`src/rtl/chroma_pkg.sv`:
```
// Shared definitions for the chroma-key path: reset nominals, calibrator states
// and XVGA frame geometry.
package chroma_pkg;

    // Nominal key values used until a calibration publishes new ones
    localparam logic [7:0] H_NOMINAL = 8'd85;
    localparam logic [7:0] S_NOMINAL = 8'd94;
    localparam logic [7:0] V_NOMINAL = 8'd202;

    // XVGA 1024x768 frame geometry (pixel clock units)
    localparam int unsigned XVGA_H_ACTIVE = 1024;
    localparam int unsigned XVGA_H_FP     = 24;
    localparam int unsigned XVGA_H_SYNC   = 136;
    localparam int unsigned XVGA_H_BP     = 160;
    localparam int unsigned XVGA_H_TOTAL  = 1344;
    localparam int unsigned XVGA_V_ACTIVE = 768;
    localparam int unsigned XVGA_V_FP     = 3;
    localparam int unsigned XVGA_V_SYNC   = 6;
    localparam int unsigned XVGA_V_BP     = 29;
    localparam int unsigned XVGA_V_TOTAL  = 806;

    typedef enum logic [1:0] {
        StIdle,
        StArm,
        StAccum,
        StDone
    } cal_state_t;

    // True when lo <= pos < lo + len
    function automatic logic in_span(input int unsigned pos, input int unsigned lo,
                                     input int unsigned len);
        return (pos >= lo) && (pos < lo + len);
    endfunction

endpackage

```
`src/rtl/chroma_chan_accum.sv`:
```
// One colour channel of the calibrator: sums window samples and exposes the
// mean of a full window (sum divided by the power-of-two sample count).
module chroma_chan_accum #(
    parameter int unsigned WIN_LOG2 = 4
) (
    input  logic       clk,
    input  logic       rst,
    input  logic       clr,
    input  logic       en,
    input  logic [7:0] din,
    output logic [7:0] mean
);

    // Wide enough for 2^(2*WIN_LOG2) samples of 255 without overflow
    localparam int unsigned ACC_W = 8 + 2 * WIN_LOG2;

    logic [ACC_W-1:0] acc_q;

    // Running sum, cleared at the start of each calibration
    always_ff @(posedge clk or posedge rst) begin
        if (rst) begin
            acc_q <= '0;
        end else if (clr) begin
            acc_q <= '0;
        end else if (en) begin
            acc_q <= acc_q + {{(2 * WIN_LOG2){1'b0}}, din};
        end
    end

    // Dividing by the sample count is just taking the top byte
    assign mean = acc_q[ACC_W-1 -: 8];

endmodule

```
`src/rtl/chroma_calibrator.sv`:
```
// Chroma-key auto-calibration: on a start request, averages H/S/V over a fixed
// square window for one full frame and publishes the means as new nominals.
module chroma_calibrator
    import chroma_pkg::*;
#(
    parameter int unsigned WIN_X    = 504,
    parameter int unsigned WIN_Y    = 376,
    parameter int unsigned WIN_LOG2 = 4
) (
    input  logic        clk,
    input  logic        rst,
    input  logic        vsync,
    input  logic [10:0] hcount,
    input  logic [9:0]  vcount,
    input  logic [23:0] hsv_in,
    input  logic        start,
    output logic [7:0]  h_nom,
    output logic [7:0]  s_nom,
    output logic [7:0]  v_nom,
    output logic        busy,
    output logic        cal_valid,
    output logic        cal_err
);

    localparam int unsigned SIDE  = 1 << WIN_LOG2;
    localparam int unsigned CNT_W = 2 * WIN_LOG2 + 1;
    localparam logic [CNT_W-1:0] CNT_FULL = {1'b1, {(2 * WIN_LOG2){1'b0}}};

    cal_state_t       state_q, state_d;
    logic             start_q, vsync_q;
    logic             start_rise, vsync_fall;
    logic             in_win;
    logic [CNT_W-1:0] cnt_q;
    logic             acc_clr, acc_en, publish, reject;
    logic [7:0]       h_mean, s_mean, v_mean;
    logic [7:0]       h_nom_q, s_nom_q, v_nom_q;
    logic             cal_valid_q, cal_err_q;

    assign start_rise = start & ~start_q;
    assign vsync_fall = vsync_q & ~vsync;
    assign in_win     = in_span({21'd0, hcount}, WIN_X, SIDE) &&
                        in_span({22'd0, vcount}, WIN_Y, SIDE);

    // Registered copies of start and vsync for edge detection
    always_ff @(posedge clk or posedge rst) begin
        if (rst) begin
            start_q <= 1'b0;
            vsync_q <= 1'b1;
        end else begin
            start_q <= start;
            vsync_q <= vsync;
        end
    end

    // FSM state register
    always_ff @(posedge clk or posedge rst) begin
        if (rst) begin
            state_q <= StIdle;
        end else begin
            state_q <= state_d;
        end
    end

    // FSM next-state logic; start edges outside IDLE are simply dropped
    always_comb begin
        state_d = state_q;
        unique case (state_q)
            StIdle:  if (start_rise) state_d = StArm;
            StArm:   if (vsync_fall) state_d = StAccum;
            StAccum: if (vsync_fall) state_d = StDone;
            StDone:  state_d = StIdle;
            default: state_d = StIdle;
        endcase
    end

    // FSM outputs; the pixel on the vsync-fall cycle is blanking and is skipped
    always_comb begin
        busy    = (state_q != StIdle);
        acc_clr = (state_q == StIdle) && start_rise;
        acc_en  = (state_q == StAccum) && in_win && !vsync_fall;
        publish = (state_q == StDone) && (cnt_q == CNT_FULL);
        reject  = (state_q == StDone) && (cnt_q != CNT_FULL);
    end

    // Saturating sample counter so a runaway window cannot wrap back to a match
    always_ff @(posedge clk or posedge rst) begin
        if (rst) begin
            cnt_q <= '0;
        end else if (acc_clr) begin
            cnt_q <= '0;
        end else if (acc_en && (cnt_q != '1)) begin
            cnt_q <= cnt_q + 1'b1;
        end
    end

    chroma_chan_accum #(
        .WIN_LOG2 (WIN_LOG2)
    ) u_h_accum (
        .clk  (clk),
        .rst  (rst),
        .clr  (acc_clr),
        .en   (acc_en),
        .din  (hsv_in[23:16]),
        .mean (h_mean)
    );

    chroma_chan_accum #(
        .WIN_LOG2 (WIN_LOG2)
    ) u_s_accum (
        .clk  (clk),
        .rst  (rst),
        .clr  (acc_clr),
        .en   (acc_en),
        .din  (hsv_in[15:8]),
        .mean (s_mean)
    );

    chroma_chan_accum #(
        .WIN_LOG2 (WIN_LOG2)
    ) u_v_accum (
        .clk  (clk),
        .rst  (rst),
        .clr  (acc_clr),
        .en   (acc_en),
        .din  (hsv_in[7:0]),
        .mean (v_mean)
    );

    // Result registers: nominals change only on a complete window, pulses last one cycle
    always_ff @(posedge clk or posedge rst) begin
        if (rst) begin
            h_nom_q     <= H_NOMINAL;
            s_nom_q     <= S_NOMINAL;
            v_nom_q     <= V_NOMINAL;
            cal_valid_q <= 1'b0;
            cal_err_q   <= 1'b0;
        end else begin
            if (publish) begin
                h_nom_q <= h_mean;
                s_nom_q <= s_mean;
                v_nom_q <= v_mean;
            end
            cal_valid_q <= publish;
            cal_err_q   <= reject;
        end
    end

    assign h_nom     = h_nom_q;
    assign s_nom     = s_nom_q;
    assign v_nom     = v_nom_q;
    assign cal_valid = cal_valid_q;
    assign cal_err   = cal_err_q;

endmodule

```
`config.mk`:
```
export PLATFORM = sky130hd
export DESIGN_NAME = chroma_calibrator
export DESIGN_NICKNAME = d
export VERILOG_FILES = /design/src/rtl/chroma_pkg.sv /design/src/rtl/chroma_chan_accum.sv /design/src/rtl/chroma_calibrator.sv
export SDC_FILE = /design/constraint.sdc
export NUM_CORES = 1
export LEC_CHECK = 0
export ABC_AREA = 1
export CAP_MARGIN = 20
export CORE_ASPECT_RATIO = 1.4
export CORE_UTILIZATION = 55
export DETAILED_ROUTE_END_ITERATION = 8
export PLACE_DENSITY = 0.86
export SYNTH_ARGS = -nofsm -noshare
export SYNTH_HDL_FRONTEND = slang
export SYNTH_SLANG_ARGS = --single-unit
```
`constraint.sdc`:
```
create_clock -name clk -period 4.8 [get_ports clk]
set_input_delay 0.96 -clock clk [delete_from_list [all_inputs] [get_ports clk]]
set_output_delay 0.96 -clock clk [all_outputs]
set_load 0.02 [all_outputs]
```
==> reports/metrics.yaml, run 1 <==
floorplan:
  die_w_um: 86.5
  start_util: 0.574
  ios: 76
  core-area_sq_um: 9560
  rows: 42
  die_area_sq_um: 10400
  dieHeight_um: 120
sta:
  tightest_slew_ns: 0.703
  final.setup_skew_ns: 0.00656
  final_max_slew_viol_count: 0
  finalSetupViolCount: 0
  finalSetupTns_ns: 0
  rsz0062_at_grt: "false"
  hold_violations: 0
  fmax_mhz: 323
  period_minus_slack_ns: 3.10
  maxSlewHeadroom: 0.530
  timing.hold.ws_ns: 0.476
  fin_crit_sh: 0.645
logic_synthesis:
  synth_fp_nets: 846
  yosysTopAreaCellShare: 0.333
  synth_warnings: 0
  synth_top_family_by_area: "simple AND/OR/NAND/NOR gates"
  synth_common_cells: "291 x nand2_1, 93 x inv_1, 73 x dfrtp_1"
  synthXorXnorAreaFrac: 0.0367
  synth-seq-cells: 87
  synth_fa_ha_area_frac: 0.0816
  synth_cell_types: 33
  synth_compound_area_frac: 0.0668
  synth-edff-count: 0
  yosys-mux-area-fraction: 0
  synthCells: 763
  postSynth.asyncResetShare: 1.00
  synthesis.area_sq_um: 5490
  synthSimpleGateAreaFrac: 0.332
  seq_area_frac_synth: 0.400
  synth_ff_type: "dfrtp_1"
  yosysMostFrequentCell: "nand2_1"
  synth.area.top_cells: "dfrtp_1 33%, nand2_1 20%, ha_1 7.1%"
  yosysTopAreaCell: "dfrtp_1"
  avgSynthCellArea_sq_um: 7.20
worst_setup_path:
  crit_path_top_delay_cell: "inv_2"
  critPathBufInv: 4
  crit_chain: "clkdlybuf4s50_1 -> inv_1 -> nor3_4 -> inv_2 -> nand2_2 -> inv_2 -> o21ai_0"
  crit_family: "buffers and inverters"
  critPathKind: "input port to flip-flop"
  crit_required_ns: 4.99
  crit_path_start_kind: "input port"
  crit_fanout: 39
  cp.arrival_ns: 3.28
  crit_top_cell: "inv_2"
  cp-end-kind: "flip-flop"
  slowest_delay_ns: 0.65
layout:
  seq_area_sq_um: 2190
  multiInputGateArea_sq_um: 2840
  nFillCells: 810
  diodes: 0
  final_util: 0.688
  area_growth_pct: 19.8
  final_area_sq_um: 6580
  fin_nets: 914
  drive_gt1_frac: 0.0538
clocking:
  worst_skew_pair.late_latency_ns: 0.34
  clk_pin_slew_ns: 0.07
  ctsRootBufferMaster: "clkbuf_16"
  cts_buffer_depth: 2
  cts.sinks: 87
  holdBufCountCts: 0
  post-cts-setup-buffers: 0
  htreeDepth: 3
  cts_tree: "built"
  post_cts_resized: 0
  cts_buffers: 9
worst_hold_path:
  hold_path_class: "flip-flop to flip-flop"
global_routing:
  grt_max_degree: 57
  grt-ovfl-total: 0
  gr-usage-all-layers: 0.270
  first_global_vias: 5095
  antenna_found_initial: 0
  grt_pass1_wl_um: 22000
power_and_ir_drop:
  p_leak_nw: 3.46
  ir_worst_vdd_v: 0.000196
  p_per_area_nw_per_um2: 273
  p_total_mw: 1.80
placed_design:
  post_dp_cell_area_sq_um: 6280
  hpwl_um: 9670
  place_congestion: 0.907
  portBuffers: 69
routing:
  first_iter_violations: 321
  dr.pass1.iters: 7
  vias: 5125
  drt-vias-per-instance: 5.29
  drt.antenna.violating_nets: 0
  wl_um: 13100
  drt-wirelength-per-cell_um: 13.5
  drc: 0
run:
  drv_cap: 0
status:
  outcome: "complete, no violations"
-- per-layer routing --
metal | vias up | GRT usage | routed length, um
li1 | 2558 | - | -
met1 | 2392 | 0.281 | 4860
met2 | 136 | 0.516 | 7200
met3 | 39 | 0.0375 | 493
met4 | 0 | 0.138 | 530
met5 | - | 0 | 0
-- report_power, final --
part / total, mW / internal (mW) / switching [mW]
sequential: 0.818 / 0.778 / 0.0397
combinational: 0.313 / 0.119 / 0.194
clock: 0.665 / 0.367 / 0.298
total: 1.80 / 1.26 / 0.531
-- final timing paths --
kind	from	end	slack, ns	cells past startpoint
min reg2reg	s_nom[6]	s_nom[6]	0.48	2
min	s_nom[6]	s_nom[6]	0.48	2
min in group asynchronous	rst	cnt_q[3]	0.87	2
max	start	u_s_accum.acc_q[12]	1.70	7
max reg2reg	state_q[0]	u_s_accum.acc_q[12]	2.10	8
max in group asynchronous	rst	u_v_accum.acc_q[2]	3.22	3
-- stage by stage --
| step | std cells | setup WS [ns] |
|---|---|---|
| after floorplan | 763 | 1.61 |
| after global placement | 951 | 1.39 |
| after detailed placement | 951 | 1.31 |
| after CTS | 967 | 1.68 |
| after global routing | 968 | 1.50 |
| final | 968 | 1.70 |
-- layout by cell type, fill, tap and decap left out, drive strengths merged, types with 4 or more instances in the layout --
| cell type | n |
|---|---|
| nand2 | 292 |
| inv | 98 |
| dfrtp | 73 |
| clkdlybuf4s50 | 69 |
| nand3 | 58 |
| o21ai | 49 |
| nor2 | 47 |
| ha | 31 |
| nand4 | 24 |
| a21oi | 19 |
| xnor2 | 15 |
| dfstp | 14 |
| nor3 | 10 |
| clkbuf | 10 |
| xor2 | 8 |
| clkinv | 4 |
-- worst reg2reg max path: stages, from the launching register on --
cell     delay [ns]
dfrtp_1        0.37
inv_1          0.08
ha_1           0.23
inv_2          0.09
nor3_4         0.06
inv_2          0.45
nand2_2        0.42
inv_2          0.66
o21ai_0        0.21
-- kinds of logic after synthesis --
group                      after synthesis
buffers and inverters                  113
AOI/OAI and AO/OA                       71
DFF                                     87
adders and majority gates               34
and+or+nand+nor                        435
xor gates and xnor gates                23
-- layout make-up --
class | instances | area share
timing repair buffer | 72 | 0.110
tap | 132 | 0.0251
clock buffer | 10 | 0.0363
clock inverter | 6 | 0.00647
sequential | 87 | 0.334
multi-input combinational | 563 | 0.432
inverter | 98 | 0.0561
-- state kept, by name, indices dropped and copies added, names as in the netlist --
| name | cells |
|---|---|
| cal_valid | 1 |
| start_q | 1 |
| cnt_q | 9 |
| u_s_accum.acc_q | 16 |
| vsync_q | 1 |
| state_q | 2 |
| cal_err | 1 |
| v_nom | 8 |
| s_nom | 8 |
| u_v_accum.acc_q | 16 |
| u_h_accum.acc_q | 16 |
| h_nom | 8 |
(Power assumes the default switching activity.)
==> run 2, diff against run 1 <==
--- a/config.mk
+++ b/config.mk
@@ -8,9 +8,9 @@
 export ABC_AREA = 1
 export CAP_MARGIN = 20
 export CORE_ASPECT_RATIO = 1.4
-export CORE_UTILIZATION = 55
+export CORE_UTILIZATION = 50
 export DETAILED_ROUTE_END_ITERATION = 8
-export PLACE_DENSITY = 0.86
+export PLACE_DENSITY = 0.83
 export SYNTH_ARGS = -nofsm -noshare
 export SYNTH_HDL_FRONTEND = slang
 export SYNTH_SLANG_ARGS = --single-unit
==> constraint.sdc (replaced) <==
create_clock -name clk -period 2.5 [get_ports clk]
set_input_delay 0.5 -clock clk [delete_from_list [all_inputs] [get_ports clk]]
set_output_delay 0.5 -clock clk [all_outputs]
set_load 0.02 [all_outputs]
==> reports/metrics.yaml, run 2 (synthesized netlist as in run 1, its figures left out) <==
sta:
  hold_violations: 0
  maxSlewHeadroom: 0.531
  fin_crit_sh: 0.893
  tightest_slew_ns: 0.703
  fmax_mhz: 448
  final.setup_skew_ns: 0.0106
  rsz0062_at_grt: "false"
  finalSetupTns_ns: 0
  period_minus_slack_ns: 2.23
  finalSetupViolCount: 0
  final_max_slew_viol_count: 0
worst_setup_path:
  r2r_cells: 9
  cp.arrival_ns: 1.73
  critPathKind: "flip-flop to primary output"
  crit_required_ns: 2.00
  crit_path_top_delay_cell: "clkdlybuf4s50_1"
  critPathBufInv: 3
  slowest_delay_ns: 0.60
  rrSetupSlack_ns: 0.41
  r2r-end: "cnt_q[7]"
  crit_path_start_kind: "flip-flop"
  cp-end-kind: "primary output"
  crit_fanout: 3
  crit_chain: "inv_1 -> ha_1 -> inv_2 -> clkdlybuf4s50_1"
  r2r-start: "cnt_q[1]"
  crit_family: "buffers and inverters"
run:
  drv_cap: 0
placed_design:
  place_congestion: 0.904
  hpwl_um: 9180
  dpl.cell_count: 964
  portBuffers: 69
clocking:
  post-cts-setup-buffers: 0
  htreeDepth: 3
  cts_buffers: 9
  ctsRootBufferMaster: "clkbuf_16"
  holdBufCountCts: 0
  post_cts_resized: 0
  clk_pin_slew_ns: 0.07
  cts_buffer_depth: 2
  cts.sinks: 87
  worst_skew_pair.late_latency_ns: 0.35
  cts_tree: "built"
floorplan:
  ios: 76
  rows: 44
  dieHeight_um: 126
  die_w_um: 90.6
  core-area_sq_um: 10500
  die_area_sq_um: 11400
  start_util: 0.522
routing:
  drt-wirelength-per-cell_um: 12.8
  vias: 5023
  first_iter_violations: 222
  dr.pass1.iters: 5
  drt.antenna.violating_nets: 0
  drt-vias-per-instance: 5.13
  wl_um: 12600
  drc: 0
power_and_ir_drop:
  ir_worst_vdd_v: 0.000326
  p_leak_nw: 3.49
  p_per_area_nw_per_um2: 521
layout:
  drive_gt1_frac: 0.0594
  multiInputGateArea_sq_um: 2840
  layout_commonest_cell: "nand2_1"
  area_growth_pct: 21.0
  instances_no_fill: 980
  nFillCells: 915
  fin_nets: 920
  top_regs: "u_h_accum.acc_q x16, u_s_accum.acc_q x16, u_v_accum.acc_q x16"
  diodes: 0
  seq_area_sq_um: 2190
  most-common-layout-cells: "291 x nand2_1, 92 x inv_1, 73 x dfrtp_1"
global_routing:
  grt-ovfl-total: 0
  grt_max_degree: 88
  gr-usage-all-layers: 0.242
  first_global_vias: 5055
  grt_pass1_wl_um: 21900
  antenna_found_initial: 0
worst_hold_path:
  hold_path_class: "flip-flop to flip-flop"
  whs_endpoint: "s_nom[3]"
  hp-start: "s_nom[3]"
  hold_depth: 2
status:
  outcome: "complete, no violations"
## run 2: cell types whose count changed in the layout (fill, tap and decap cells not counted)
cell	before	now
clkbuf_8	1	0
buf_4	2	7
inv_8	0	1
buf_12	1	2
clkinvlp_4	2	3
clkinv_4	0	1
clkbuf_1	0	1
clkinv_2	3	0
## run 2: report_power, final
group	internal, mW	switching (mW)	total [mW]
sequential	1.49	0.0699	1.56
combinational	0.235	0.372	0.607
clock	0.690	0.601	1.29
total	2.42	1.04	3.46
## run 2: per-layer routing
metal,GRT usage,wire [um],vias up
met5,0,0,-
met4,0.128,495,0
met3,0.0459,399,33
met2,0.462,6880,111
met1,0.244,4810,2305
li1,-,-,2574
## run 2: through the flow
| step | hold slack (ns) | instance area, sq um | power (mW) | worst slack [ns] | utilization |
|---|---|---|---|---|---|
| 2_1_floorplan | 0.446 | 5500 | 1.98 | 0.665 | - |
| 3_3_place_gp | 0.457 | 6360 | 2.18 | 0.118 | 0.605 |
| 3_5_place_dp | 0.462 | 6360 | 2.20 | 0.0789 | 0.605 |
| 4_1_cts | 0.473 | 6650 | 3.49 | 0.246 | 0.632 |
| 5_1_grt | 0.481 | 6650 | 3.63 | 0.195 | 0.632 |
| 6_report | 0.469 | 6650 | 3.46 | 0.266 | 0.632 |
## run 2: layout make-up
cell class	instances	share of cell area
Timing Repair Buffer	78	0.118
Clock buffer	10	0.0345
Tap cell	138	0.0260
Multi-Input combinational cell	563	0.428
Sequential cell	87	0.330
Clock inverter	6	0.00791
Inverter	98	0.0559
## run 2: worst min-delay path, delay by kind of cell (launching register included)
family,cells,cell delay (ns)
compound gates,1,0.05
flops,1,0.37
simple gates,1,0.05
## run 2: worst max-delay path by stage
stage                     cells past startpoint       start                  end  slack [ns]
after floorplan                               9    cnt_q[0]             cnt_q[1]        0.66
after global placement                       11  hsv_in[16]  u_h_accum.acc_q[10]        0.12
after detailed placement                     11  hsv_in[16]  u_h_accum.acc_q[10]        0.08
after CTS                                     4  state_q[0]                 busy        0.25
after global routing                          9    cnt_q[1]             cnt_q[6]        0.20
final                                         4  state_q[0]                 busy        0.27
==> run 3, diff against run 2 <==
--- a/config.mk
+++ b/config.mk
@@ -9,6 +9,7 @@
 export CAP_MARGIN = 20
 export CORE_ASPECT_RATIO = 1.4
 export CORE_UTILIZATION = 50
+export CTS_CLUSTER_DIAMETER = 60
 export DETAILED_ROUTE_END_ITERATION = 8
 export PLACE_DENSITY = 0.83
 export SYNTH_ARGS = -nofsm -noshare
==> results of run 3 <==
Final layout, timing and power as in run 2 (identical DEF).
